[src/rtl/button_conditioner.sv]
// N-channel push-button front end: synchronise, debounce, press pulses and last-pressed index.
// Define BUTTON_CONDITIONER_REPEAT_EN to regenerate press pulses while a button stays held.
module button_conditioner #(
  parameter int N               = 4,
  parameter int SYNC_STAGES     = 2,
  parameter int DEBOUNCE_CYCLES = 4,
  parameter int REPEAT_DELAY    = 8,
  parameter int REPEAT_PERIOD   = 4,
  localparam int IW = (N > 1) ? $clog2(N) : 1
) (
  input  logic          clk,
  input  logic          reset,
  input  logic [N-1:0]  In,
  output logic [N-1:0]  level,
  output logic [N-1:0]  press,
  output logic [IW-1:0] last_idx,
  output logic          last_valid
);

  localparam int CW = $clog2(DEBOUNCE_CYCLES + 1);

  logic [N-1:0]  sync_q [SYNC_STAGES];
  logic [N-1:0]  s;
  logic [CW-1:0] cnt [N];
  logic [CW-1:0] cnt_nxt [N];
  logic [N-1:0]  level_nxt;
  logic [N-1:0]  rep_pulse;
  logic [N-1:0]  press_nxt;
  logic [IW-1:0] idx_nxt;

  assign s = sync_q[SYNC_STAGES-1];

  // NOTE: every register here, arrays included, is cleared by the async reset so no
  // stale debounce or repeat count survives a reset pulse.
  always_ff @(posedge clk or negedge reset) begin
    if (!reset) begin
      for (int k = 0; k < SYNC_STAGES; k++) sync_q[k] <= '0;
    end else begin
      sync_q[0] <= In;
      for (int k = 1; k < SYNC_STAGES; k++) sync_q[k] <= sync_q[k-1];
    end
  end

  // NOTE: combinational next-state logic uses blocking assignments with defaults
  // first, so no latch is inferred; registers below use non-blocking only.
  always_comb begin
    level_nxt = level;
    for (int i = 0; i < N; i++) begin
      cnt_nxt[i] = '0;
      if (s[i] != level[i]) begin
        if (cnt[i] == CW'(DEBOUNCE_CYCLES - 1)) level_nxt[i] = s[i];
        else                                    cnt_nxt[i]   = cnt[i] + CW'(1);
      end
    end
  end

`ifdef BUTTON_CONDITIONER_REPEAT_EN
  localparam int RMAX = (REPEAT_DELAY > REPEAT_PERIOD) ? REPEAT_DELAY : REPEAT_PERIOD;
  localparam int RW   = $clog2(RMAX + 1);

  logic [RW-1:0] rcnt [N];
  logic [RW-1:0] rcnt_nxt [N];
  logic [N-1:0]  rphase, rphase_nxt;

  // rphase=0 waits REPEAT_DELAY after the press, rphase=1 repeats every REPEAT_PERIOD.
  // Counting requires level to stay high across the edge, so no pulse coincides with a fall.
  always_comb begin
    rep_pulse  = '0;
    rphase_nxt = '0;
    for (int i = 0; i < N; i++) begin
      rcnt_nxt[i] = '0;
      if (level[i] && level_nxt[i]) begin
        rphase_nxt[i] = rphase[i];
        if (rcnt[i] == (rphase[i] ? RW'(REPEAT_PERIOD - 1) : RW'(REPEAT_DELAY - 1))) begin
          rep_pulse[i]  = 1'b1;
          rphase_nxt[i] = 1'b1;
        end else begin
          rcnt_nxt[i] = rcnt[i] + RW'(1);
        end
      end
    end
  end

  always_ff @(posedge clk or negedge reset) begin
    if (!reset) begin
      rphase <= '0;
      for (int i = 0; i < N; i++) rcnt[i] <= '0;
    end else begin
      rphase <= rphase_nxt;
      for (int i = 0; i < N; i++) rcnt[i] <= rcnt_nxt[i];
    end
  end
`else
  assign rep_pulse = '0;
`endif

  assign press_nxt = (level_nxt & ~level) | rep_pulse;

  // Descending scan so the lowest-numbered pressing channel wins.
  always_comb begin
    idx_nxt = last_idx;
    for (int i = N - 1; i >= 0; i--) begin
      if (press_nxt[i]) idx_nxt = IW'(i);
    end
  end

  always_ff @(posedge clk or negedge reset) begin
    if (!reset) begin
      level      <= '0;
      press      <= '0;
      last_idx   <= '0;
      last_valid <= 1'b0;
      for (int i = 0; i < N; i++) cnt[i] <= '0;
    end else begin
      level <= level_nxt;
      press <= press_nxt;
      for (int i = 0; i < N; i++) cnt[i] <= cnt_nxt[i];
      if (|press_nxt) begin
        last_idx   <= idx_nxt;
        last_valid <= 1'b1;
      end
    end
  end

endmodule

[config.mk]
export PLATFORM = sky130hd
export DESIGN_NAME = button_conditioner
export DESIGN_NICKNAME = d
export VERILOG_FILES = /design/src/rtl/button_conditioner.sv
export SDC_FILE = /design/constraint.sdc
export NUM_CORES = 1
export LEC_CHECK = 0
export CORE_MARGIN = 2
export CORE_UTILIZATION = 55
export DETAILED_ROUTE_END_ITERATION = 12
export PLACE_DENSITY_LB_ADDON = 0.25
export SLEW_MARGIN = 20
export SYNTH_ARGS = -nofsm -noshare
export SYNTH_HDL_FRONTEND = slang
export SYNTH_SLANG_ARGS = --single-unit
[constraint.sdc]
create_clock -name clk -period 5 [get_ports clk]
set_clock_uncertainty 0.15 [all_clocks]
set_input_delay 0.5 -clock clk [delete_from_list [all_inputs] [get_ports clk]]
set_output_delay 0.5 -clock clk [all_outputs]
set_load 0.005 [all_outputs]
==> flow_summary_export.csv, run 1 <==
group,metric,value,unit
synthesis,synth.distinct_cells,20,
grt,gr-total-overflow,0,
clock_tree,root_buffer,"clkbuf_4",
synthesis,synthTopCellsByArea,"dfrtp_1 70%, nor3b_1 5.4%, ha_1 4.5%, xnor2_1 3.2%, and4bb_2 2.3%",
clock_tree,cts_tree,"built",
drt,viasPerCell,5.088,
clock_tree,cts_setup_buffers,0,
critical_path,crit_chain,"clkdlybuf4s50_1",
status,status,"complete, no violations",
die,die-area,2396,um^2
drt,wire_per_inst,13.06,um
sta,finalHoldViolations,0,
synthesis,yosysWarnings,0,
critical_path,cpPeakStageDelay,0.52,ns
synthesis,syn_nets,83,
synthesis,synthCells,73,
power,leakagePower,0.6271,nW
grt,grt_pass1_wl,2.842,mm
die,rows,16,
sta,rsz0062_at_grt,"no",
sta,fmax,523.4,MHz
clock_tree,numClockSinks,31,
layout,area_growth,24.32,%
grt,grt_max_degree,32,
drt,dr_total_vias,636,
critical_path,cp_max_fo,4,
die,die_x,48.95,um
layout,final_common_cell,"dfrtp_1",
power,powerDensity,502.7,nW/um^2
die,design.core.area,1942,um^2
layout,layout_common_cells,"31 x dfrtp_1, 16 x clkdlybuf4s50_1, 8 x nor3b_1",
sta,fin_crit,1.911,ns
layout,n_fill_cell,140,
grt,grt_antenna_before_repair,0,
placed_design,io_buffers,16,
worst_hold_path,min_path_type,"reg2reg",
clock_tree,clockBufferDepth,2,
clock_tree,clk_latency,0.32,ns
critical_path,cp.arrival,1.26,ns
clock_tree,h-tree-depth,2,
power,p_total,0.6944,mW
synthesis,syn_area,1111,um^2
critical_path,slowest_stage,"clkdlybuf4s50_1",
layout,seq_area,775.7,um^2
drt,drt_wl_total,1.633,mm
sta,slew_viol_final,0,
placed_design,dp_hpwl,1.203,mm
drt,drt_first_iter_violations,4,
clock_tree,cts.repair.resized,0,
critical_path,rr_worst_depth,4,
placed_design,place_congestion,0.7259,
synthesis,ys_seq_elements,31,
clock_tree,clk_pin_slew,0.09,ns
die,io_pins,17,
sta,slew_headroom,75.11,%
power,max-vdd-ir-drop,0.0003596,V
layout,drive_gt1_share,12.24,%
clock_tree,cts-buffers-inserted,5,
worst_hold_path,min_path_cells,0,
layout,multiInputGateArea,324.1,um^2
sta,finalSetupViolCount,0,
synthesis,yosysSeqAreaShare,69.82,%
critical_path,critical_path_class,"reg2out",
layout,nets,107,
critical_path,cp-end-kind,"output port",
grt,grt_pass1_vias,670,
run,maxCapViolCount,0,
critical_path,startpoint_type,"flop",
drt,antenna_left,0,
sta,fin_crit_sh,38.21,%
critical_path,path_depth,1,
synthesis,yosysTopAreaCellShare,69.82,%
sta,finalSetupTns,0,ns
layout,antenna_cells,0,
drt,first_pass_iters,4,
grt,grtUsageTotal,16.96,%
critical_path,crit_buf_inv,1,
critical_path,crit_family,"buffers and inverters",
die,die_h,48.95,um
drt,remaining_drc_errors,0,
die,start_util,57.22,%
sta,tightest_slew,0.3733,ns
clock_tree,ctsHoldBuffers,0,
synthesis,yosys.area.top_type,"dfrtp_1",
critical_path,cp.required,4.35,ns
synthesis,avgSynthCellArea,15.22,um^2
## metal layers
metal	part of all wire (%)	GRT usage [%]	up-vias	wire [um]
li1	-	-	302	-
met1	41	18.10	316	673
met2	51	26.71	15	836
met3	5.9	8.896	3	97
met4	1.5	10.00	0	25
met5	0	0	-	0
## cell families after synthesis
logic type	count (synthesis)	share of synthesized area, %
xor gates and xnor gates	4	3.153
and+or+nand+nor	23	15.65
muxes	3	3.040
AOI/OAI and AO/OA	5	2.815
DFF	31	69.82
buffers and inverters	3	1.013
adders and majority gates	4	4.505
## registers in the layout, summed over array words and instances, names as in the netlist
signal      count
press           4
sync_q          4
level           4
last_idx        2
last_valid      1
s               4
cnt            12
## where the power goes
part | total (mW) | switching, mW | internal, mW
registers | 0.348 | 0.0385 | 0.309
clock network | 0.163 | 0.0802 | 0.0827
logic | 0.184 | 0.0680 | 0.116
## final cells by class
cell class | instances | area share [%]
Inverter | 3 | 0.8152
Sequential cell | 31 | 56.16
Timing Repair Buffer | 17 | 12.14
Clock buffer | 8 | 4.982
Multi-Input combinational cell | 39 | 23.46
Tap cell | 27 | 2.446
## cells in the mapped netlist
cell	n
nor2b_1	3
a21oi_1	1
ha_1	4
dfrtp_1	31
and2b_1	1
a31o_1	1
inv_1	3
mux2_1	2
nand2_1	1
or4_1	1
mux2_2	1
xnor2_1	4
o21ai_1	2
and4bb_4	1
and4bb_2	2
nor3_1	4
nand4bb_1	1
nor2_1	1
o21a_1	1
nor3b_1	8
## path summary, 6_finish.rpt
| check | startpoint | end | slack (ns) |
|---|---|---|---|
| setup / recovery | level[1]$_DFF_PN0_ | level[1] | 3.09 |
| hold / removal | sync_q[5]$_DFF_PN0_ | s[1]$_DFF_PN0_ | 0.21 |
| setup reg to reg | cnt[3]$_DFF_PN0_ | last_valid$_DFFE_PN0P_ | 3.27 |
| hold reg to reg | sync_q[5]$_DFF_PN0_ | s[1]$_DFF_PN0_ | 0.21 |
| max in group asynchronous | reset | cnt[10]$_DFF_PN0_ | 4.03 |
| min in group asynchronous | reset | press[1]$_DFF_PN0_ | 0.40 |
## metrics by stage
step / hold slack, ns / cells / cell area [um^2] / util [%] / setup slack [ns]
floorplan: 0.05441 / 73 / 1111 / - / 3.351
global placement: 0.1816 / 117 / 1313 / 67.59 / 3.322
detailed placement: 0.1887 / 117 / 1313 / 67.59 / 3.273
CTS: 0.2090 / 125 / 1381 / 71.13 / 3.062
global route: 0.2118 / 125 / 1381 / 71.13 / 3.006
finish: 0.2071 / 125 / 1381 / 71.13 / 3.089
Note: power is estimated with default switching activity, not from simulation.
==> run 2: changes to the inputs <==
--- a/config.mk
+++ b/config.mk
@@ -6,7 +6,7 @@
 export NUM_CORES = 1
 export LEC_CHECK = 0
 export CORE_MARGIN = 2
-export CORE_UTILIZATION = 55
+export CORE_UTILIZATION = 51
 export DETAILED_ROUTE_END_ITERATION = 12
 export PLACE_DENSITY_LB_ADDON = 0.25
 export SLEW_MARGIN = 20
==> constraint.sdc (replaced) <==
create_clock -name clk -period 1.8 [get_ports clk]
set_clock_uncertainty 0.15 [all_clocks]
set_input_delay 0.18 -clock clk [delete_from_list [all_inputs] [get_ports clk]]
set_output_delay 0.18 -clock clk [all_outputs]
set_load 0.005 [all_outputs]
==> run 2 against run 1 <==
Via count shrank 0.79%. Largest cell class unchanged. Cell count shrank 0.80%. Sequential power grew to 2.8 times the previous value. Power grew to 2.7 times the previous value. Critical path depth grew 3. Design area shrank 0.63%. Die area grew 7.2%.
==> flow_summary_export.csv, run 2 (same netlist as run 1, synthesis figures left out) <==
group,metric,value,unit
status,status,"complete, no violations",
critical_path,cpPeakStageDelay,0.39,ns
drt,first_pass_iters,1,
clock_tree,ctsHoldBuffers,0,
drt,dr_total_vias,631,
grt,grtUsageTotal,16.69,%
clock_tree,clockBufferDepth,2,
sta,rsz0062_at_grt,"no",
drt,remaining_drc_errors,0,
layout,drive_gt1_share,14.43,%
power,leakagePower,0.6199,nW
die,design.core.area,2002,um^2
die,die-area,2568,um^2
critical_path,cp.required,1.84,ns
drt,drt_first_iter_violations,0,
layout,layout_common_cells,"31 x dfrtp_1, 16 x clkdlybuf4s50_1, 8 x nor3b_1",
placed_design,place_congestion,0.7065,
sta,fin_crit_sh,94.74,%
critical_path,critical_path_class,"reg2reg",
clock_tree,numClockSinks,31,
grt,grt_max_degree,32,
critical_path,cp.arrival,1.75,ns
sta,fmax,586.4,MHz
die,die_x,50.68,um
power,max-vdd-ir-drop,0.0008753,V
critical_path,cp_max_fo,5,
clock_tree,clk_pin_slew,0.09,ns
critical_path,slowest_stage,"dfrtp_1",
sta,slew_viol_final,0,
grt,grt_pass1_vias,706,
clock_tree,cts_tree,"built",
drt,viasPerCell,5.089,
drt,drt_wl_total,1.615,mm
layout,largest_register,"cnt",
critical_path,crit_chain,"ha_2, and2b_2, a31o_1, or4_1",
die,die_h,50.68,um
clock_tree,cts-buffers-inserted,5,
grt,grt_antenna_before_repair,0,
run,maxCapViolCount,0,
die,rows,16,
clock_tree,h-tree-depth,2,
layout,antenna_cells,0,
clock_tree,clk_latency,0.32,ns
layout,final_common_cell,"dfrtp_1",
worst_hold_path,min_path_type,"in2async",
power,powerDensity,1363,nW/um^2
die,start_util,55.50,%
sta,finalHoldViolations,0,
clock_tree,root_buffer,"clkbuf_4",
sta,tightest_slew,0.3733,ns
die,io_pins,17,
placed_design,io_buffers,16,
sta,finalSetupTns,0,ns
sta,slew_headroom,75.11,%
sta,fin_crit,1.705,ns
grt,grt_pass1_wl,2.994,mm
layout,largest_reg_flops,12,
sta,whs,0.1017,ns
critical_path,startpoint_type,"flop",
placed_design,dp_hpwl,1.215,mm
critical_path,rr_worst_depth,4,
drt,antenna_left,0,
layout,final_util,68.56,%
layout,area_growth,23.54,%
layout,nets,107,
sta,finalSetupViolCount,0,
grt,gr-total-overflow,0,
drt,wire_per_inst,13.02,um
critical_path,cp-end-kind,"flop",
[run 2: changes by cell type in the layout (fill, tap and decap cells not counted)]
| cell | change |
|---|---|
| clkbuf_1 | -1 |
| ha_2 | +1 |
| clkbuf_8 | -1 |
| and2b_2 | +1 |
| clkinv_2 | +1 |
| and2b_1 | -1 |
| ha_1 | -1 |
[run 2: worst max-delay path, delay by kind of cell (launching register included)]
kind | cells | cell delay [ns]
DFF | 1 | 0.39
and+or+nand+nor | 2 | 0.62
AOI/OAI and AO/OA | 1 | 0.23
adders and majority gates | 1 | 0.20
[run 2: power breakdown]
| part | internal (mW) | switching, mW |
|---|---|---|
| sequential | 0.859 | 0.108 |
| combinational | 0.323 | 0.192 |
| clock | 0.181 | 0.208 |
| total | 1.36 | 0.508 |
[run 2: final timing paths]
| kind | slack (ns) | from | to |
|---|---|---|---|
| max | 0.09 | cnt[3]$_DFF_PN0_ | last_valid$_DFFE_PN0P_ |
| min | 0.10 | reset | cnt[5]$_DFF_PN0_ |
| max reg2reg | 0.09 | cnt[3]$_DFF_PN0_ | last_valid$_DFFE_PN0P_ |
| min reg2reg | 0.20 | sync_q[5]$_DFF_PN0_ | s[1]$_DFF_PN0_ |
| max in group asynchronous | 1.12 | reset | cnt[7]$_DFF_PN0_ |
| min in group clk | 0.15 | In[1] | sync_q[5]$_DFF_PN0_ |
[run 2: cell type report]
class | count | area (um^2)
timing repair buffer | 17 | 167.7
tap | 27 | 33.78
sequential | 31 | 775.7
clock buffer | 6 | 51.30
clock inverter | 1 | 5.005
multi-input combinational | 39 | 327.8
inverter | 3 | 11.26
fill | 145 | 629.4
[run 2: timing repair]
item	4_1_cts	5_1_grt
setup buffers	0	0
resized for setup	0	2
endpoints found under the setup margin	0	1
[run 2: through the flow]
stage                     instances  power, mW  setup slack, ns  cell area [um^2]
after floorplan                  73      1.238           0.1506              1111
after global placement          117      1.470           0.1190              1313
after detailed placement        117      1.508          0.06304              1313
after CTS                       124      1.902          0.06292              1369
after global routing            124      2.015          0.02175              1373
final                           124      1.870          0.09473              1373
[run 2: layer usage]
metal / vias to the layer above / global-route usage, % / wire length (um)
met1: 311 / 18.95 / 704
met3: 3 / 5.952 / 84
li1: 300 / - / -
met5: - / 0 / 0
met2: 17 / 26.54 / 796
met4: 0 / 10.81 / 29
==> run 3: changes to the inputs <==
--- a/config.mk
+++ b/config.mk
@@ -9,7 +9,7 @@
 export CORE_UTILIZATION = 51
 export DETAILED_ROUTE_END_ITERATION = 12
 export PLACE_DENSITY_LB_ADDON = 0.25
-export SLEW_MARGIN = 20
+export SLEW_MARGIN = 30
 export SYNTH_ARGS = -nofsm -noshare
 export SYNTH_HDL_FRONTEND = slang
 export SYNTH_SLANG_ARGS = --single-unit
==> results of run 3 <==
Final layout, timing and power as in run 2 (identical DEF).
